$ cat config.mk
export PLATFORM = sky130hd
export DESIGN_NAME = motor_cmd_sequencer
export DESIGN_NICKNAME = d
export VERILOG_FILES = /design/src/rtl/motor_cmd_sequencer_pkg.sv /design/src/rtl/motor_cmd_sequencer_ch_fsm.sv /design/src/rtl/motor_cmd_sequencer.sv
export SDC_FILE = /design/constraint.sdc
export NUM_CORES = 1
export LEC_CHECK = 0
export BUFFER_PORTS_ARGS = -buffer_cell sky130_fd_sc_hd__buf_2
export CORE_MARGIN = 4
export CORE_UTILIZATION = 45
export DETAILED_ROUTE_END_ITERATION = 10
export PLACE_DENSITY = 0.68
export SLEW_MARGIN = 5
export SYNTH_ARGS = -nofsm -noshare
export SYNTH_HDL_FRONTEND = slang
export SYNTH_HIERARCHICAL = 1
export SYNTH_SLANG_ARGS = --single-unit
$ cat constraint.sdc
create_clock -name clk -period 3.2 [get_ports clk]
set_input_delay 0.32 -clock clk [delete_from_list [all_inputs] [get_ports clk]]
set_output_delay 0.32 -clock clk [all_outputs]
set_load 0.005 [all_outputs]
$ cat src/rtl/motor_cmd_sequencer_pkg.sv
`default_nettype none
// ============================================================================
//  Module      : motor_cmd_sequencer_pkg
//  Description : Shared state encodings and default sizing for the motor
//                command sequencer and its per-channel ramp FSM.
//  Revision    : 1.0  initial release
// ============================================================================
package motor_cmd_sequencer_pkg;

    localparam int DEF_NCH        = 8;
    localparam int DEF_CTR_LEN    = 3;
    localparam int DEF_RAMP_DIV   = 1024;
    localparam int DEF_DEAD_TICKS = 4;

    localparam logic [1:0] ST_IDLE = 2'd0;
    localparam logic [1:0] ST_RAMP = 2'd1;
    localparam logic [1:0] ST_DEAD = 2'd2;

    // Counter must hold the full DEAD_TICKS load value.
    function automatic int dead_cnt_width(input int ticks);
        return (ticks < 2) ? 1 : $clog2(ticks + 1);
    endfunction

endpackage
`default_nettype wire

$ cat src/rtl/motor_cmd_sequencer_ch_fsm.sv
`default_nettype none
// ============================================================================
//  Module      : motor_ch_fsm
//  Description : One motor channel: holds the commanded target and ramps the
//                PWM compare value toward it, inserting a dead-time at duty 0
//                before any H-bridge direction flip.
//  Revision    : 1.0  initial release
// ============================================================================
module motor_ch_fsm
    import motor_cmd_sequencer_pkg::*;
#(
    parameter int CTR_LEN    = DEF_CTR_LEN,
    parameter int DEAD_TICKS = DEF_DEAD_TICKS
) (
    input  logic               clk,
    input  logic               rstn,
    input  logic               tick,
    input  logic               wr_en,
    input  logic               wr_dir,
    input  logic [CTR_LEN-1:0] wr_duty,
    input  logic               estop,
    output logic [CTR_LEN-1:0] duty,
    output logic               dir,
    output logic               busy
);

    localparam int                  c_DEAD_W    = dead_cnt_width(DEAD_TICKS);
    localparam logic [c_DEAD_W-1:0] c_DEAD_LOAD = c_DEAD_W'(DEAD_TICKS);
    localparam logic [c_DEAD_W-1:0] c_DEAD_ONE  = c_DEAD_W'(1);
    localparam logic [CTR_LEN-1:0]  c_DUTY_ONE  = CTR_LEN'(1);

    logic [1:0]          r_state;
    logic [CTR_LEN-1:0]  r_duty;
    logic                r_dir;
    logic [c_DEAD_W-1:0] r_dead_cnt;
    logic                r_tgt_dir;
    logic [CTR_LEN-1:0]  r_tgt_duty;

    logic                w_dir_mismatch;
    logic [CTR_LEN-1:0]  w_duty_up;
    logic [CTR_LEN-1:0]  w_duty_dn;

    assign w_dir_mismatch = (r_dir != r_tgt_dir);
    assign w_duty_up      = r_duty + 1'b1;
    assign w_duty_dn      = r_duty - 1'b1;

    // Tick logic reads the registered targets, so a write landing on the same
    // edge only takes effect from the following tick.
    always_ff @(posedge clk or negedge rstn) begin
        if (!rstn) begin
            r_state    <= ST_IDLE;
            r_duty     <= '0;
            r_dir      <= 1'b0;
            r_dead_cnt <= '0;
            r_tgt_dir  <= 1'b0;
            r_tgt_duty <= '0;
        end else if (estop) begin
            r_duty     <= '0;
            r_tgt_duty <= '0;
            if (r_duty != '0) begin
                r_state    <= ST_DEAD;
                r_dead_cnt <= c_DEAD_LOAD;
            end
        end else begin
            if (tick) begin
                case (r_state)
                    ST_IDLE: begin
                        if (w_dir_mismatch) begin
                            if (r_duty != '0) begin
                                r_state <= ST_RAMP;
                            end else begin
                                r_state    <= ST_DEAD;
                                r_dead_cnt <= c_DEAD_LOAD;
                            end
                        end else if (r_duty != r_tgt_duty) begin
                            r_state <= ST_RAMP;
                        end
                    end
                    ST_RAMP: begin
                        if (w_dir_mismatch) begin
                            if (r_duty <= c_DUTY_ONE) begin
                                r_duty     <= '0;
                                r_state    <= ST_DEAD;
                                r_dead_cnt <= c_DEAD_LOAD;
                            end else begin
                                r_duty <= w_duty_dn;
                            end
                        end else if (r_duty < r_tgt_duty) begin
                            r_duty <= w_duty_up;
                            if (w_duty_up == r_tgt_duty) begin
                                r_state <= ST_IDLE;
                            end
                        end else if (r_duty > r_tgt_duty) begin
                            r_duty <= w_duty_dn;
                            if (w_duty_dn == r_tgt_duty) begin
                                r_state <= ST_IDLE;
                            end
                        end else begin
                            r_state <= ST_IDLE;
                        end
                    end
                    ST_DEAD: begin
                        // Dead-time always runs to completion before the flip.
                        if (r_dead_cnt <= c_DEAD_ONE) begin
                            r_dead_cnt <= '0;
                            r_dir      <= r_tgt_dir;
                            r_state    <= (r_tgt_duty != '0) ? ST_RAMP : ST_IDLE;
                        end else begin
                            r_dead_cnt <= r_dead_cnt - 1'b1;
                        end
                    end
                    default: begin
                        r_state <= ST_IDLE;
                    end
                endcase
            end
            if (wr_en) begin
                r_tgt_dir  <= wr_dir;
                r_tgt_duty <= wr_duty;
            end
        end
    end

    assign duty = r_duty;
    assign dir  = r_dir;
    assign busy = (r_state != ST_IDLE);

endmodule
`default_nettype wire

$ cat src/rtl/motor_cmd_sequencer.sv
`default_nettype none
// ============================================================================
//  Module      : motor_cmd_sequencer
//  Description : Command front-end for the multi-channel PWM/H-bridge motor
//                datapath: ramp prescaler, command decode and output packing.
//  Revision    : 1.0  initial release
// ============================================================================
module motor_cmd_sequencer
    import motor_cmd_sequencer_pkg::*;
#(
    parameter int NCH        = DEF_NCH,
    parameter int CTR_LEN    = DEF_CTR_LEN,
    parameter int RAMP_DIV   = DEF_RAMP_DIV,
    parameter int DEAD_TICKS = DEF_DEAD_TICKS
) (
    input  logic                     clk,
    input  logic                     rstn,
    input  logic                     cmd_valid,
    output logic                     cmd_ready,
    input  logic [$clog2(NCH)-1:0]   cmd_ch,
    input  logic                     cmd_dir,
    input  logic [CTR_LEN-1:0]       cmd_duty,
    input  logic                     estop,
    output logic [NCH*CTR_LEN-1:0]   duty_out,
    output logic [NCH-1:0]           dir_out,
    output logic [NCH-1:0]           busy
);

    localparam int                c_CH_W    = $clog2(NCH);
    localparam int                c_PS_W    = $clog2(RAMP_DIV);
    localparam logic [c_PS_W-1:0] c_PS_LAST = c_PS_W'(RAMP_DIV - 1);

    logic [c_PS_W-1:0] r_presc;
    logic              w_tick;
    logic              w_accept;
    logic [NCH-1:0]    w_wr_en;

    always_ff @(posedge clk or negedge rstn) begin
        if (!rstn) begin
            r_presc <= '0;
        end else if (r_presc == c_PS_LAST) begin
            r_presc <= '0;
        end else begin
            r_presc <= r_presc + 1'b1;
        end
    end

    assign w_tick    = (r_presc == c_PS_LAST);
    assign cmd_ready = ~estop;
    assign w_accept  = cmd_valid & ~estop;

    // Out-of-range channel numbers match no decoder bit and are silently dropped.
    for (genvar gi = 0; gi < NCH; gi++) begin : g_ch
        assign w_wr_en[gi] = w_accept & (cmd_ch == c_CH_W'(gi));

        motor_ch_fsm #(
            .CTR_LEN    (CTR_LEN),
            .DEAD_TICKS (DEAD_TICKS)
        ) u_ch_fsm (
            .clk     (clk),
            .rstn    (rstn),
            .tick    (w_tick),
            .wr_en   (w_wr_en[gi]),
            .wr_dir  (cmd_dir),
            .wr_duty (cmd_duty),
            .estop   (estop),
            .duty    (duty_out[gi*CTR_LEN +: CTR_LEN]),
            .dir     (dir_out[gi]),
            .busy    (busy[gi])
        );
    end

endmodule
`default_nettype wire

==> results of run 1 <==
==> power groups by stage <==
| stage | logic, uW | registers (uW) | clock network (uW) |
|---|---|---|---|
| 4_1_cts | 3630 | 2360 | 2060 |
| 2_1_floorplan | 2900 | 2190 | 0 |
| 3_5_place_dp | 3610 | 2370 | 0 |
| 6_report | 3610 | 2360 | 2020 |
| 3_3_place_gp | 3540 | 2370 | 0 |
| 5_1_grt | 4110 | 2440 | 2130 |
==> synthesized netlist by cell type, types with 17 or more instances <==
cell type	instances	area, sq um
dfrtp_1	114	2850
ha_1	67	838
inv_1	90	338
mux2i_1	30	300
nand2_1	75	282
nand3_1	35	175
nand3b_1	23	173
nor2_1	91	342
nor2b_1	19	119
nor3_1	20	100
o21ai_0	49	245
o31ai_1	19	143
xnor2_1	17	149
xor2_1	32	280
==> registers in the layout, summed over array words and instances (netlist names) <==
register and flops:
g_ch.u_ch_fsm/dir 8, g_ch.u_ch_fsm/duty 24, g_ch.u_ch_fsm/r_dead_cnt 24, g_ch.u_ch_fsm/r_tgt_duty 24, g_ch.u_ch_fsm/r_state 16, r_presc 10
g_ch.u_ch_fsm/r_tgt_dir 8
==> routing by layer <==
metal | wire length (um) | track usage, % | vias to the layer above
li1 | - | - | 3493
met1 | 9280 | 25.0 | 3326
met2 | 8500 | 28.5 | 129
met3 | 796 | 3.63 | 27
met4 | 292 | 5.69 | 0
met5 | 0 | 0 | -
==> layout make-up <==
type	count	area share, %
Multi-Input combinational cell	720	54.4
Sequential cell	114	29.1
Clock buffer	22	4.83
Timing Repair Buffer	60	3.62
Inverter	90	3.44
Tap cell	234	2.99
Clock inverter	10	1.58
Antenna cell	2	0.0510
==> through the flow <==
| step | utilization (%) | total power, uW |
|---|---|---|
| after floorplan | - | 5090 |
| after global placement | 48.8 | 5910 |
| after detailed placement | 48.8 | 5980 |
| after CTS | 52.2 | 8050 |
| after global routing | 52.3 | 8680 |
| final | 52.3 | 7990 |
==> worst min-delay path, delay by kind of cell <==
kind | cells | cell delay, ns
mux | 1 | 0.16
simple gates | 1 | 0.05
buf+inv | 1 | 0.19
==> path summary, 6_finish.rpt <==
path                                                start  slack, ns  depth (start not counted)                              to
setup / recovery                               r_presc[0]       0.76                          9  g_ch[0].u_ch_fsm/r_dead_cnt[2]
hold / removal                                cmd_duty[0]       0.34                          3  g_ch[1].u_ch_fsm/r_tgt_duty[0]
setup reg to reg                               r_presc[0]       0.76                          9  g_ch[0].u_ch_fsm/r_dead_cnt[2]
hold reg to reg            g_ch[5].u_ch_fsm/r_dead_cnt[0]       0.48                          1  g_ch[5].u_ch_fsm/r_dead_cnt[0]
max in group asynchronous                            rstn       1.93                          3  g_ch[7].u_ch_fsm/r_dead_cnt[0]
min in group asynchronous                            rstn       0.49                          2     g_ch[4].u_ch_fsm/r_state[0]
==> layout by cell type (no fill, tap or decap), types with 8 or more instances in the layout <==
| cell type | n |
|---|---|
| nor2b_1 | 19 |
| o31ai_1 | 19 |
| buf_4 | 8 |
| xnor2_1 | 17 |
| nor2_1 | 91 |
| nand2b_1 | 12 |
| nand3b_1 | 23 |
| ha_1 | 67 |
| xnor2_2 | 8 |
| nand3_1 | 35 |
| mux2i_1 | 30 |
| clkbuf_16 | 17 |
| nand2_1 | 75 |
| dfrtp_1 | 114 |
| buf_2 | 49 |
| a21oi_1 | 16 |
| o211ai_2 | 8 |
| a31oi_1 | 15 |
| xor2_1 | 32 |
| inv_1 | 90 |
| nor3_1 | 20 |
| a211oi_1 | 15 |
| mux2_2 | 16 |
| o21ai_0 | 49 |
| nor3b_1 | 10 |
==> repair_timing <==
action / 4_1_cts / 5_1_grt
buffers inserted: 0 / 0
hold buffers: 1 / 0
resized for setup: 0 / 0
endpoints found under the hold margin: 51 / 0
==> logic make-up after synthesis <==
group,count (synthesis)
xor+xnor,59
flops,114
fa+ha+maj,67
mux,48
simple gates,342
buf+inv,106
compound gates,204
==> metrics.md, run 1 <==
| Metric | Value |
|---|---|
| Status | `complete, no violations` |
| Design Area, Final | `9810 sq um` |
| Post-synthesis adder-cell area fraction | `around a tenth` |
| Asr flop ratio synth | `between 90% and 100%` |
| Switching pwr | `~3200 uW` |
| # port buffers | `51` |
| Flop pwr share | `29.5%` |
| Global route total overflow | `0` |
| Syn Inst Count | `940` |
| Register clock-pin slew on the reported worst setup and hold paths | `~0.05 ns` |
| Area taken by multi-input logic gates | `approximately 5300 sq um` |
| Placed Cells | `1,217` |
| Mapped cell area | `between 8000 and 9000 sq um` |
| Fmax achieved | `~410 MHz` |
| Pint | `4790 uW` |
| Buffers plus inverters on the worst setup path | `1` |
| Comb power frac | `45.2%` |
| Initial antenna violation count | `2` |
| Leakage | `~0.0044 uW` |
| HPWL after detailed placement | `13,600 um` |
| Critical path class | `reg2reg` |
| Initial DRC count | `between 300 and 400` |
| EDFF count, synth | `0` |
| Avg WL per Cell | `15.1 um` |
| First-pass GRT wire length | `roughly 32,000 um` |
| Area after DPL | `9160 sq um` |
| Net Sw Frac | `between 40% and 50%` |
| Synth warn | `6` |
| Clock Path Buffers | `2` |
| Worst Path Arrival | `2.73 ns` |
| Routed via count | `6,975` |
| Crit path time final | `2.44 ns` |
| CP peak stage delay | `~0.40 ns` |
| Relative slew margins | `roughly 50%` |
| #FFs+latches synth | `114` |
| Fill cells | `approximately 1,700` |
| Yosys cell types | `60` |
| Residual DRC | `0` |
| Final setup viols | `0` |
| HP Class | `in2reg` |
| Ys flop type | `dfrtp_1` |
| Core ar. | `between 15,000 and 20,000 sq um` |
| XOR/XNOR Fraction of Synth Area | `just under 7%` |
| Total CTS buffers | `17` |
| CTS sink cnt | `between 100 and 150` |
| Period utilisation layout | `roughly three quarters` |
| Compound-Gate Fraction of Synth Area | `between 10% and 20%` |
| Storage cell area | `roughly 2900 sq um` |
| Layout cells sized above 1 | `17.6%` |
| Fin Hold WS | `0.340 ns` |
| Setup ws final | `0.765 ns` |
| Setup TNS | `0 ns` |
| Critical path's slowest cell | `dfrtp_1` |
| CP required | `roughly 3.5 ns` |
| Routed wire length | `roughly 19,000 um` |
| Count of pins over their slew limit | `0` |
| Htree depth | `4` |
| Post-Place Worst Slack | `about 0.8 ns` |
| Die width | `about 150 um` |
| Synth Area in Simple Gates | `between 20% and 30%` |
| Power per cell area | `815 nW/um^2` |
| Final Wtd Congestion | `between 0.8 and 0.9` |
| Largest net degree at the start of global routing | `70` |
| Area of the die | `~21,000 sq um` |
| First-pass DRT Iterations | `5` |
| Clock Skew | `slightly above 0.007 ns` |
| Largest family of logic cells by synthesized area | `simple AND/OR/NAND/NOR gates` |
| Clock root cell | `clkbuf_16` |
| Final #Nets | `around 1,100` |
| Syn nets | `approximately 1,000` |
| Final hold violations | `0` |
| Syn Area/Cell | `just over 9 sq um` |
| CTS tree | `yes` |
| CP top delay family | `compound AO/OA/AOI/OAI gates` |
| Vias in the first global route | `around 6,700` |
| Critical path startpoint category | `flip-flop` |
| Final cell count without fillers | `1,252` |
| Antenna Violating Nets Remaining | `0` |
| Clock power frac | `25.3%` |
| Crit end category | `flip-flop` |
| Max-cap violation count | `0` |
| Die height | `around 150 um` |
| Synth-to-Final Area Change | `14.1%` |
| CP max FO | `11` |
| Seq/Total Area, Yosys | `between 30% and 40%` |
| Post-synthesis mux area share | `under 10%` |
| Worst vdd ir | `slightly below 400 uV` |
| Actual slew at the worst max-slew pin | `about 0.75 ns` |
| Initial Util | `between 40% and 50%` |
| Unrepaired setup endpoints after global routing | `no` |
| IO Pins | `between 50 and 60` |
| Worst-path cell chain | `ha_1 > nand2_1 > nor4_4 > buf_4 > nor3b_1 > o211ai_2 > a32oi_2 > a21oi_1 > a21o_1` |
| # rows | `50` |
| Clock Latency Late Sink | `~0.4 ns` |
| Drt via density | `5.57` |
| Tot GR Track Use | `a little under a fifth` |
Note: power is estimated with default switching activity, not from simulation.
==> inputs of run 2 (changes only) <==
- clock period: 3.2 -> 2.4 ns (I/O delays scaled with it)
==> metrics.md, run 2 (synthesis gave the netlist of run 1 again) <==
| Metric | Value |
|---|---|
| CP max FO | `17` |
| Initial Util | `45.8%` |
| Placed Cells | `approximately 1,200` |
| Final Wtd Congestion | `0.893` |
| Register clock-pin slew on the reported worst setup and hold paths | `around 0.06 ns` |
| Crit end category | `flip-flop` |
| Worst-path cell chain | `ha_4 > nand2_4 > nor4_4 > buf_4 > buf_12 > nor3b_2 > o211ai_2 > a32oi_2 > a21oi_1 > a21o_1` |
| Status | `complete, no violations` |
| IO Pins | `52` |
| Final #Nets | `between 1,000 and 1,500` |
| Clock power frac | `around 22%` |
| Worst flop-to-flop path startpoint | `r_presc[0]` |
| Routed wire length | `a little under 20,000 um` |
| # rows | `50` |
| Htree depth | `4` |
| Critical path's slowest cell | `dfrtp_1` |
| First-pass DRT Iterations | `5` |
| Die width | `roughly 150 um` |
| Clock Latency Late Sink | `0.42 ns` |
| Relative slew margins | `between 50% and 60%` |
| Area of the die | `21,400 sq um` |
| CTS tree | `yes` |
| Antenna Violating Nets Remaining | `0` |
| Actual slew at the worst max-slew pin | `between 0.6 and 0.7 ns` |
| Design Area, Final | `~9800 sq um` |
| Layout Utilization | `about 52%` |
| Tot GR Track Use | `a little under a fifth` |
| Net Sw Frac | `approximately two fifths` |
| Clock Skew | `approximately 0.01 ns` |
| Vias in the first global route | `6,814` |
| Routed via count | `around 7,000` |
| Flop pwr share | `between 30 and 40%` |
| Reg2Reg Setup Slack | `0.16 ns` |
| Setup TNS | `0 ns` |
| Avg WL per Cell | `15.3 um` |
| Hold Path Depth | `3` |
| Worst vdd ir | `between 500 and 600 uV` |
| Power per cell area | `about 1000 nW/um^2` |
| First-pass GRT wire length | `32,800 um` |
| Die height | `between 100 and 150 um` |
| Final setup viols | `0` |
| Core ar. | `around 19,000 sq um` |
| Largest net degree at the start of global routing | `60` |
| Hold path startpoint | `cmd_duty[1]` |
| Clock root cell | `clkbuf_16` |
| Leakage | `between 0.004 and 0.005 uW` |
| Switching pwr | `around 4300 uW` |
| CP required | `around 2.7 ns` |
| Area after DPL | `9290 sq um` |
| Pint | `between 6000 and 7000 uW` |
| Total CTS buffers | `17` |
| Ant diodes | `0` |
| Initial DRC count | `roughly 310` |
| Global route total overflow | `0` |
| Commonest non-fill, non-tap cell in the layout | `dfrtp_1` |
| Worst Hold Path EP | `g_ch[6].u_ch_fsm/r_tgt_duty[1]` |
| Count of pins over their slew limit | `0` |
| CP peak stage delay | `0.44 ns` |
| # port buffers | `a little over 50` |
| HPWL after detailed placement | `roughly 14,000 um` |
| Initial antenna violation count | `0` |
| Synth-to-Final Area Change | `14.6%` |
| Unrepaired setup endpoints after global routing | `no` |
| HP Class | `in2reg` |
| Max-cap violation count | `0` |
| Comb power frac | `47.4%` |
| Fmax achieved | `~450 MHz` |
| Worst R2R End | `g_ch[0].u_ch_fsm/r_dead_cnt[2]` |
| Drt via density | `between 5 and 6` |
| Critical path startpoint category | `flip-flop` |
| Reg2reg path depth | `10` |
| Crit path time final | `around 2.2 ns` |
| Critical path class | `reg2reg` |
| Final cell count without fillers | `~1,300` |
| Final hold violations | `0` |
| Period utilisation layout | `93.3%` |
| Clock Path Buffers | `2` |
| Residual DRC | `0` |
| Layout cells sized above 1 | `about 19%` |
| Most frequent cells in the layout | `dfrtp_1 (114), nor2_1 (91), inv_1 (90), nand2_1 (74), ha_1 (66)` |
| Fin Hold WS | `approximately 0.27 ns` |
| Worst Path Arrival | `around 2.5 ns` |
| CTS sink cnt | `between 100 and 150` |
run 2: how the worst max path moves through the flow:
stage	start	end	slack [ns]	depth (start not counted)
CTS	r_presc[0]	g_ch[1].u_ch_fsm/r_dead_cnt[2]	0.05	9
global placement	r_presc[0]	g_ch[1].u_ch_fsm/r_dead_cnt[2]	0.14	9
global route	r_presc[0]	g_ch[1].u_ch_fsm/r_dead_cnt[1]	0.01	10
finish	r_presc[0]	g_ch[0].u_ch_fsm/r_dead_cnt[2]	0.16	10
detailed placement	r_presc[0]	g_ch[1].u_ch_fsm/r_dead_cnt[2]	0.07	9
floorplan	r_presc[0]	g_ch[0].u_ch_fsm/r_dead_cnt[2]	-0.18	8
run 2: power groups by stage:
stage / clock [uW] / combinational (uW) / sequential [uW]
5_1_grt: 2460 / 5550 / 3220
3_3_place_gp: 0 / 4790 / 3130
6_report: 2300 / 4890 / 3120
4_1_cts: 2350 / 4890 / 3110
2_1_floorplan: 0 / 3870 / 2920
3_5_place_dp: 0 / 4860 / 3130
run 2: through the flow:
| step | worst slack (ns) | total power (uW) |
|---|---|---|
| global route | 0.0141 | 11200 |
| detailed placement | 0.0678 | 7990 |
| CTS | 0.0537 | 10400 |
| floorplan | -0.176 | 6790 |
| finish | 0.161 | 10300 |
| global placement | 0.140 | 7920 |
run 2: final cells by class:
| class | count | area [sq um] |
|---|---|---|
| clock buffers | 21 | 440 |
| inverters | 90 | 338 |
| well taps | 234 | 293 |
| flip-flops and latches | 114 | 2850 |
| repair buffers | 70 | 455 |
| clock inverters | 10 | 88.8 |
| fillers | 1712 | 8920 |
| multi-input cells | 720 | 5380 |
run 2: layer usage:
| metal | up-vias | GRT usage (%) | part of all wire [%] | wire length, um |
|---|---|---|---|---|
| met1 | 3367 | 25.1 | 49 | 9350 |
| met5 | - | 0 | 0 | 0 |
| li1 | 3512 | - | - | - |
| met4 | 0 | 5.17 | 1.4 | 271 |
| met2 | 134 | 29.5 | 46 | 8840 |
| met3 | 23 | 3.76 | 3.9 | 744 |
run 2: critical path: cells and delay by family, from the launching register on:
family | cells | cell delay (ns)
DFF | 1 | 0.44
adders and majority gates | 1 | 0.19
AOI/OAI and AO/OA | 4 | 0.71
buffers and inverters | 2 | 0.32
and+or+nand+nor | 3 | 0.45
run 2: what timing repair did:
item / CTS / global route
setup endpoints to repair: 0 / 18
setup buffers: 0 / 1
endpoints found under the hold margin: 47 / 0
hold buffers: 1 / 0
resized for setup: 0 / 1
